$ cat config.mk
export PLATFORM = sky130hd
export DESIGN_NAME = keypad_scan_ctrl
export DESIGN_NICKNAME = d
export VERILOG_FILES = /design/src/rtl/keypad_pkg.sv /design/src/rtl/keypad_event_fifo.sv /design/src/rtl/keypad_scan_ctrl.sv
export SDC_FILE = /design/constraint.sdc
export NUM_CORES = 1
export LEC_CHECK = 0
export CAP_MARGIN = 20
export CORE_UTILIZATION = 55
export DETAILED_ROUTE_END_ITERATION = 7
export PLACE_DENSITY = 0.7
export SLEW_MARGIN = 5
export SYNTH_ARGS = -nofsm -noshare
export SYNTH_HDL_FRONTEND = slang
export SYNTH_HIERARCHICAL = 1
export SYNTH_SLANG_ARGS = --single-unit
$ cat constraint.sdc
create_clock -name clk -period 3.54 [get_ports clk]
set_input_delay 0.531 -clock clk [delete_from_list [all_inputs] [get_ports clk]]
set_output_delay 0.531 -clock clk [all_outputs]
set_load 0.05 [all_outputs]
$ cat src/rtl/keypad_pkg.sv
// -----------------------------------------------------------------------------
// keypad_pkg
// Shared definitions for the keypad scanner:
//   state_t    - scan controller FSM states (SCAN -> EVAL -> PUSH -> SCAN)
//   code_width - width needed to index n items (never less than 1 bit)
// -----------------------------------------------------------------------------
package keypad_pkg;

  typedef enum logic [1:0] {
    ST_SCAN = 2'd0,
    ST_EVAL = 2'd1,
    ST_PUSH = 2'd2
  } state_t;

  function automatic int code_width(input int n);
    return (n > 1) ? $clog2(n) : 1;
  endfunction

endpackage

$ cat src/rtl/keypad_event_fifo.sv
// -----------------------------------------------------------------------------
// keypad_event_fifo
// Synchronous show-ahead FIFO for key events. The head entry is always visible
// on rd_data. A write into a full FIFO is accepted only when a read happens in
// the same cycle; otherwise it is ignored, and the caller flags the drop.
// Ports:
//   clk, rst_n   - clock, asynchronous active-low reset
//   wr_en        - write request, wr_data - entry to write
//   rd_en        - pop the head entry, rd_data - head entry
//   full, empty  - occupancy flags
// -----------------------------------------------------------------------------
module keypad_event_fifo
  import keypad_pkg::*;
#(
  parameter int DEPTH = 4,
  parameter int WIDTH = 5
) (
  input  logic             clk,
  input  logic             rst_n,
  input  logic             wr_en,
  input  logic [WIDTH-1:0] wr_data,
  input  logic             rd_en,
  output logic [WIDTH-1:0] rd_data,
  output logic             full,
  output logic             empty
);

  localparam int PW = code_width(DEPTH);
  localparam int NW = code_width(DEPTH + 1);

  logic [WIDTH-1:0] mem [DEPTH];
  logic [PW-1:0]    wr_ptr;
  logic [PW-1:0]    rd_ptr;
  logic [NW-1:0]    count;
  logic             do_wr;
  logic             do_rd;

  assign empty   = (count == '0);
  assign full    = (count == NW'(DEPTH));
  assign do_rd   = rd_en && !empty;
  assign do_wr   = wr_en && (!full || do_rd);
  assign rd_data = mem[rd_ptr];

  function automatic logic [PW-1:0] ptr_inc(input logic [PW-1:0] p);
    return (p == PW'(DEPTH - 1)) ? '0 : p + 1'b1;
  endfunction

  // NOTE: sequential state is assigned with <= so every flop samples the
  // pre-edge values regardless of statement order.
  always_ff @(posedge clk or negedge rst_n) begin
    if (!rst_n) begin
      wr_ptr <= '0;
      rd_ptr <= '0;
      count  <= '0;
    end else begin
      if (do_wr) wr_ptr <= ptr_inc(wr_ptr);
      if (do_rd) rd_ptr <= ptr_inc(rd_ptr);
      case ({do_wr, do_rd})
        2'b10:   count <= count + 1'b1;
        2'b01:   count <= count - 1'b1;
        default: count <= count;
      endcase
    end
  end

  // NOTE: storage has no reset; an entry is only ever read after it has been
  // written, and the top masks rd_data while the FIFO is empty.
  always_ff @(posedge clk) begin
    if (do_wr) mem[wr_ptr] <= wr_data;
  end

endmodule

$ cat src/rtl/keypad_scan_ctrl.sv
// -----------------------------------------------------------------------------
// keypad_scan_ctrl
// Scans a ROWS x COLS active-low key matrix one row at a time, debounces the
// whole-matrix frame, and queues one event per newly pressed key
// (code = row*COLS + col) in ascending code order.
// Optional feature: define KEYPAD_REPEAT_EN to enable auto-repeat of a single
// held key (REPEAT_DELAY frames to first repeat, then every REPEAT_RATE).
// Ports:
//   clk, rst_n  - clock, asynchronous active-low reset
//   row_out     - row drive, active-low, at most one bit low
//   col_in      - column sense, active-low, asynchronous to clk
//   key_code    - code of the head event
//   key_valid   - head event available
//   key_ready   - consumer accepts the head event
//   key_repeat  - head event is an auto-repeat
//   overflow    - one-cycle pulse when an event is dropped
// -----------------------------------------------------------------------------
module keypad_scan_ctrl
  import keypad_pkg::*;
#(
  parameter int ROWS           = 4,
  parameter int COLS           = 4,
  parameter int SCAN_TIME      = 50_000,
  parameter int DEBOUNCE_SCANS = 3,
  parameter int FIFO_DEPTH     = 4
`ifdef KEYPAD_REPEAT_EN
  ,
  parameter int REPEAT_DELAY   = 20,
  parameter int REPEAT_RATE    = 5
`endif
) (
  input  logic                              clk,
  input  logic                              rst_n,
  output logic [ROWS-1:0]                   row_out,
  input  logic [COLS-1:0]                   col_in,
  output logic [code_width(ROWS*COLS)-1:0]  key_code,
  output logic                              key_valid,
  input  logic                              key_ready,
  output logic                              key_repeat,
  output logic                              overflow
);

  localparam int NKEYS = ROWS * COLS;
  localparam int CW    = code_width(NKEYS);
  localparam int TW    = code_width(SCAN_TIME);
  localparam int RW    = code_width(ROWS);
  localparam int SW    = code_width(DEBOUNCE_SCANS);
`ifdef KEYPAD_REPEAT_EN
  localparam int EW    = CW + 1;
`else
  localparam int EW    = CW;
`endif

  state_t            state, state_next;
  logic [COLS-1:0]   col_meta, col_sync;
  logic [TW-1:0]     scan_cnt;
  logic [RW-1:0]     row_idx, row_next;
  logic [NKEYS-1:0]  frame, prev_frame, deb_map, map_next, pending, pend_onehot;
  logic [SW-1:0]     stable_cnt, stable_next;
  logic [CW-1:0]     pend_lo;
  logic              scan_last, row_last, has_evt, push_en, pop, fifo_full, fifo_empty;
  logic [EW-1:0]     push_data, head;

  // Two-flop synchronizer; idle (all ones) out of reset.
  always_ff @(posedge clk or negedge rst_n) begin
    if (!rst_n) begin
      col_meta <= '1;
      col_sync <= '1;
    end else begin
      col_meta <= col_in;
      col_sync <= col_meta;
    end
  end

  assign scan_last = (scan_cnt == TW'(SCAN_TIME - 1));
  assign row_last  = (row_idx == RW'(ROWS - 1));
  assign row_next  = (state == ST_SCAN && scan_last) ? (row_last ? '0 : row_idx + 1'b1) : row_idx;

  // A frame identical to the previous one extends the stable run; the map is
  // (re)loaded whenever the run is long enough.
  assign stable_next = (frame != prev_frame) ? '0 :
                       (stable_cnt == SW'(DEBOUNCE_SCANS - 1)) ? stable_cnt : stable_cnt + 1'b1;
  assign map_next    = (stable_next == SW'(DEBOUNCE_SCANS - 1)) ? frame : deb_map;

  // Lowest pending press is pushed first, giving ascending code order.
  assign pend_onehot = pending & (~pending + NKEYS'(1));
  always_comb begin
    pend_lo = '0;
    for (int i = 0; i < NKEYS; i++) if (pend_onehot[i]) pend_lo = CW'(i);
  end

`ifdef KEYPAD_REPEAT_EN
  localparam int RPW = code_width((REPEAT_DELAY > REPEAT_RATE) ? REPEAT_DELAY : REPEAT_RATE);

  logic [RPW-1:0] rep_cnt, rep_limit;
  logic           rep_phase, rep_pending, map_single;
  logic [CW-1:0]  map_lo;

  assign map_single = (map_next != '0) && ((map_next & (map_next - 1'b1)) == '0);
  assign rep_limit  = rep_phase ? RPW'(REPEAT_RATE - 1) : RPW'(REPEAT_DELAY - 1);

  always_comb begin
    map_lo = '0;
    for (int i = 0; i < NKEYS; i++) if (deb_map[i]) map_lo = CW'(i);
  end

  // Frame-based repeat timer; any change of the debounced map restarts it.
  always_ff @(posedge clk or negedge rst_n) begin
    if (!rst_n) begin
      rep_cnt     <= '0;
      rep_phase   <= 1'b0;
      rep_pending <= 1'b0;
    end else if (state == ST_EVAL) begin
      rep_pending <= 1'b0;
      if (!map_single || map_next != deb_map) begin
        rep_cnt   <= '0;
        rep_phase <= 1'b0;
      end else if (rep_cnt == rep_limit) begin
        rep_cnt     <= '0;
        rep_phase   <= 1'b1;
        rep_pending <= 1'b1;
      end else begin
        rep_cnt <= rep_cnt + 1'b1;
      end
    end else if (state == ST_PUSH && pending == '0) begin
      rep_pending <= 1'b0;
    end
  end

  assign has_evt = (pending != '0) || rep_pending;
`else
  assign has_evt = (pending != '0);
`endif

  // NOTE: every output of this block gets a default first, so no path leaves
  // a value unassigned and no latch is inferred.
  always_comb begin
    state_next = state;
    push_en    = 1'b0;
    push_data  = '0;
    case (state)
      ST_SCAN: if (scan_last && row_last) state_next = ST_EVAL;
      ST_EVAL: state_next = ST_PUSH;
      ST_PUSH: begin
        if (pending != '0) begin
          push_en   = 1'b1;
          push_data = EW'(pend_lo);
        end
`ifdef KEYPAD_REPEAT_EN
        else if (rep_pending) begin
          push_en   = 1'b1;
          push_data = {1'b1, map_lo};
        end
`endif
        if (!has_evt) state_next = ST_SCAN;
      end
      default: state_next = ST_SCAN;
    endcase
  end

  always_ff @(posedge clk or negedge rst_n) begin
    if (!rst_n) begin
      state    <= ST_SCAN;
      row_out  <= '1;
      overflow <= 1'b0;
    end else begin
      state    <= state_next;
      row_out  <= (state_next == ST_SCAN) ? ~(ROWS'(1) << row_next) : '1;
      overflow <= push_en && fifo_full && !pop;
    end
  end

  always_ff @(posedge clk or negedge rst_n) begin
    if (!rst_n) begin
      scan_cnt   <= '0;
      row_idx    <= '0;
      frame      <= '0;
      prev_frame <= '0;
      deb_map    <= '0;
      pending    <= '0;
      stable_cnt <= '0;
    end else begin
      case (state)
        ST_SCAN: begin
          scan_cnt <= scan_last ? '0 : scan_cnt + 1'b1;
          row_idx  <= row_next;
          if (scan_last) frame[int'(row_idx)*COLS +: COLS] <= ~col_sync;
        end
        ST_EVAL: begin
          prev_frame <= frame;
          stable_cnt <= stable_next;
          deb_map    <= map_next;
          pending    <= map_next & ~deb_map;
        end
        ST_PUSH: pending <= pending & ~pend_onehot;
        default: ;
      endcase
    end
  end

  assign pop = !fifo_empty && key_ready;

  keypad_event_fifo #(
    .DEPTH (FIFO_DEPTH),
    .WIDTH (EW)
  ) u_fifo (
    .clk     (clk),
    .rst_n   (rst_n),
    .wr_en   (push_en),
    .wr_data (push_data),
    .rd_en   (pop),
    .rd_data (head),
    .full    (fifo_full),
    .empty   (fifo_empty)
  );

  assign key_valid = !fifo_empty;
  assign key_code  = fifo_empty ? '0 : head[CW-1:0];
`ifdef KEYPAD_REPEAT_EN
  assign key_repeat = !fifo_empty && head[CW];
`else
  assign key_repeat = 1'b0;
`endif

endmodule
==> impl_metrics.csv <==
group,metric,value,unit
finish,areaGrowthSynthToFinish,15.0,%
logic_synthesis,synthAdderAreaFrac,0.0431,
critical_path,r2r_start,"pending[6]$_DFFE_PN0P_",
clocking,htree_levels,4,
critical_path,start_kind,"flip-flop",
finish,fillers,747,
detailed_routing,wire_per_inst,16.1,um
finish,stdcell_area,6540,um2
die,fp.dieW,104,um
clocking,cts_sinks,122,
die,start_util,0.574,
placed_design,dp.cells,621,
clocking,insertion_delay,0.51,ns
logic_synthesis,synth.area.mux_share,0.0985,
logic_synthesis,synth_top_area_cell,"dfrtp_1",
placed_design,hpwl,7230,um
sta,slew_headroom,0.493,
critical_path,worstSetupEndpointType,"primary output",
placed_design,place_area,5990,um2
sta,finalSetupViolations,0,
logic_synthesis,netlist_top_cells_area,"dfrtp_1 41%, edfxtp_1 8.4%, dfstp_2 5.5%",
worst_hold_path,min_path_type,"input port to async pin",
sta,fmax,0.341,GHz
die,die_area,10800,um2
grt,grt_usage,0.216,
logic_synthesis,ys_warn_count,6,
placed_design,gp_congestion,0.908,
detailed_routing,route.detailed.drc,0,
critical_path,crit_start,"u_fifo/rd_ptr[0]$_DFFE_PN0P_",
detailed_routing,vias_per_cell,5.56,
pwr,power_density,509,nW/um2
clocking,cts_resized,0,
finish,post-route-util,0.660,
logic_synthesis,synthDistinctLibCells,61,
clocking,cts_tree,"done",
run_status,outcome,"completed",
detailed_routing,ant_nets,0,
sta,rsz0062_at_grt,"no",
sta,period_share,0.829,
logic_synthesis,syn_inst,477,
clocking,cts_setup_buffers,0,
detailed_routing,drt_iter0_drc,142,
grt,grt_pass1_vias,3680,
logic_synthesis,ys_ff_latch,122,
finish,layout.nets,533,
clocking,clk_pin_slew,0.06,ns
critical_path,crit_arrival,2.40,ns
detailed_routing,firstDrtPassIters,4,
critical_path,criticalPathCategory,"flip-flop to primary output",
clocking,cts-root-buf,"clkbuf_8",
placed_design,portBuffers,16,
finish,drive_gt1_frac,0.183,
die,ios,18,
logic_synthesis,synthesis.area,5690,um2
pwr,peakVddDrop,360,uV
logic_synthesis,synth_edf_count,16,
pwr,leakage,2.87,nW
grt,grt_overflow_total,0,
logic_synthesis,synth.most_common_cell,"dfrtp_1",
grt,grt_max_degree,62,
clocking,cts_buffers,17,
critical_path,crit_path_max_fanout,7,
logic_synthesis,async_flop_share,0.869,
critical_path,regToRegSetupSlack,0.67,ns
logic_synthesis,synth-xor-area-share,0.0508,
sta,tightest_slew,0.761,ns
sta,slew_violations,0,
logic_synthesis,synth.top_cell.area_share,0.413,
clocking,max-clock-path-buffers,2,
logic_synthesis,synth_compound_area_frac,0.0844,
die,fp-row-count,36,
critical_path,required,3.01,ns
sta,fin_skew,0.00527,ns
logic_synthesis,synth-simple-area-share,0.138,
logic_synthesis,synth_nets,503,
finish,stdcell_count,653,
job,maxCapViolations,0,
sta,period_minus_slack,2.94,ns
logic_synthesis,synth_top_family_by_area,"simple AND/OR/NAND/NOR gates",
logic_synthesis,netlist_top_cells_count,"94 x dfrtp_1, 46 x nand2_1, 28 x inv_1",
die,die_h,104,um
logic_synthesis,syn_avg_cell_area,11.9,um2
die,coreArea,9910,um2
grt,grt_pass1_wl,17900,um
clocking,cts_hold_buf,0,
finish,antenna_cells,0,
grt,antenna_found_initial,0,
sta,setup_tns,0,ns
detailed_routing,wirelength,10500,um
sta,timing_hold_violations_final,0,
detailed_routing,vias,3632,
logic_synthesis,ys_seq_area_frac,0.553,
logic_synthesis,synth-main-ff-cell,"dfrtp_1",
[metal layers]
metal | track usage | share of wire | up-vias
met3 | 0.0497 | 0.036 | 28
met5 | 0 | 0 | -
met2 | 0.335 | 0.46 | 83
li1 | - | - | 1739
met4 | 0.120 | 0.032 | 0
met1 | 0.282 | 0.47 | 1782
[metrics by stage]
| step | setup slack, ns | hold WS (ns) | total power, mW |
|---|---|---|---|
| floorplan | 1.05 | 0.235 | 1.68 |
| global placement | 0.827 | 0.346 | 1.75 |
| detailed placement | 0.727 | 0.348 | 1.76 |
| CTS | 0.569 | 0.114 | 3.36 |
| global route | 0.502 | 0.153 | 3.45 |
| finish | 0.604 | 0.0912 | 3.33 |
[final cells by class]
class | count | area [um2] | area share
Clock buffer | 24 | 460 | 0.0704
Clock inverter | 8 | 95.1 | 0.0145
Inverter | 28 | 105 | 0.0161
Multi-Input combinational cell | 316 | 2360 | 0.361
Sequential cell | 122 | 3150 | 0.481
Tap cell | 133 | 166 | 0.0254
Timing Repair Buffer | 22 | 203 | 0.0310
[critical path, stage by stage, from the launching register on]
cell and delay [ns]:
dfrtp_1 0.53, mux4_2 0.54, nor2b_1 0.14, clkdlybuf4s50_1 0.69
[sequential cells by signal, summed over array words and instances, names as in the netlist]
register,count
col_meta,4
col_sync,4
deb_map,16
frame,16
overflow,1
pending,16
prev_frame,16
row_idx,2
row_out,4
scan_cnt,16
stable_cnt,2
state,2
u_fifo/count,3
u_fifo/mem,16
u_fifo/rd_ptr,2
u_fifo/wr_ptr,2
[cells in the final DEF, fill, tap and decap left out, types with 3 or more instances in the layout]
| cell | n |
|---|---|
| nor2_1 | 25 |
| nand4_1 | 6 |
| xor2_1 | 10 |
| a21oi_1 | 7 |
| mux4_2 | 4 |
| mux2_4 | 12 |
| clkbuf_8 | 3 |
| nor4_1 | 3 |
| nand2b_1 | 13 |
| clkbuf_1 | 5 |
| and4_1 | 5 |
| or2b_1 | 3 |
| nor3_1 | 8 |
| nor4_2 | 3 |
| nand3_1 | 11 |
| buf_4 | 7 |
| xnor2_1 | 23 |
| o31ai_1 | 17 |
| clkinv_2 | 4 |
| ha_1 | 18 |
| clkdlybuf4s50_1 | 15 |
| mux2_2 | 24 |
| nor2b_1 | 5 |
| dfstp_2 | 12 |
| edfxtp_1 | 16 |
| o21ai_1 | 6 |
| dfrtp_1 | 94 |
| o21ai_0 | 25 |
| clkbuf_16 | 16 |
| inv_1 | 28 |
| nand2_1 | 46 |
| and2_2 | 4 |
[where the power goes]
| group | switching, mW | internal [mW] | total, mW | leakage (nW) |
|---|---|---|---|---|
| clock network | 0.571 | 1.03 | 1.60 | 0.269 |
| logic | 0.115 | 0.106 | 0.221 | 1.00 |
| registers | 0.0491 | 1.46 | 1.51 | 1.60 |
| total | 0.735 | 2.60 | 3.33 | 2.87 |
[final timing paths]
kind	endpoint	depth (start not counted)
max	key_code[1]	3
min	stable_cnt[0]$_DFFE_PN0N_	1
max reg2reg	u_fifo/count[2]$_DFFE_PN0P_	11
min reg2reg	col_sync[0]$_DFF_PN1_	0
max in group asynchronous	col_sync[0]$_DFF_PN1_	2
min in group clk	col_sync[0]$_DFF_PN1_	0
[cells by family (layout without fill, tap and decap cells)]
kind of cell / after synthesis / after routing
AO/OA/AOI/OAI: 74 / 74
adder cells (fa/ha/maj): 19 / 19
multiplexers: 42 / 42
buffers and inverters: 39 / 82
flip-flops: 122 / 122
XOR/XNOR: 33 / 33
AND/OR/NAND/NOR: 147 / 147
other: 1 / 1
No activity file was read; power rests on OpenSTA's default activity.
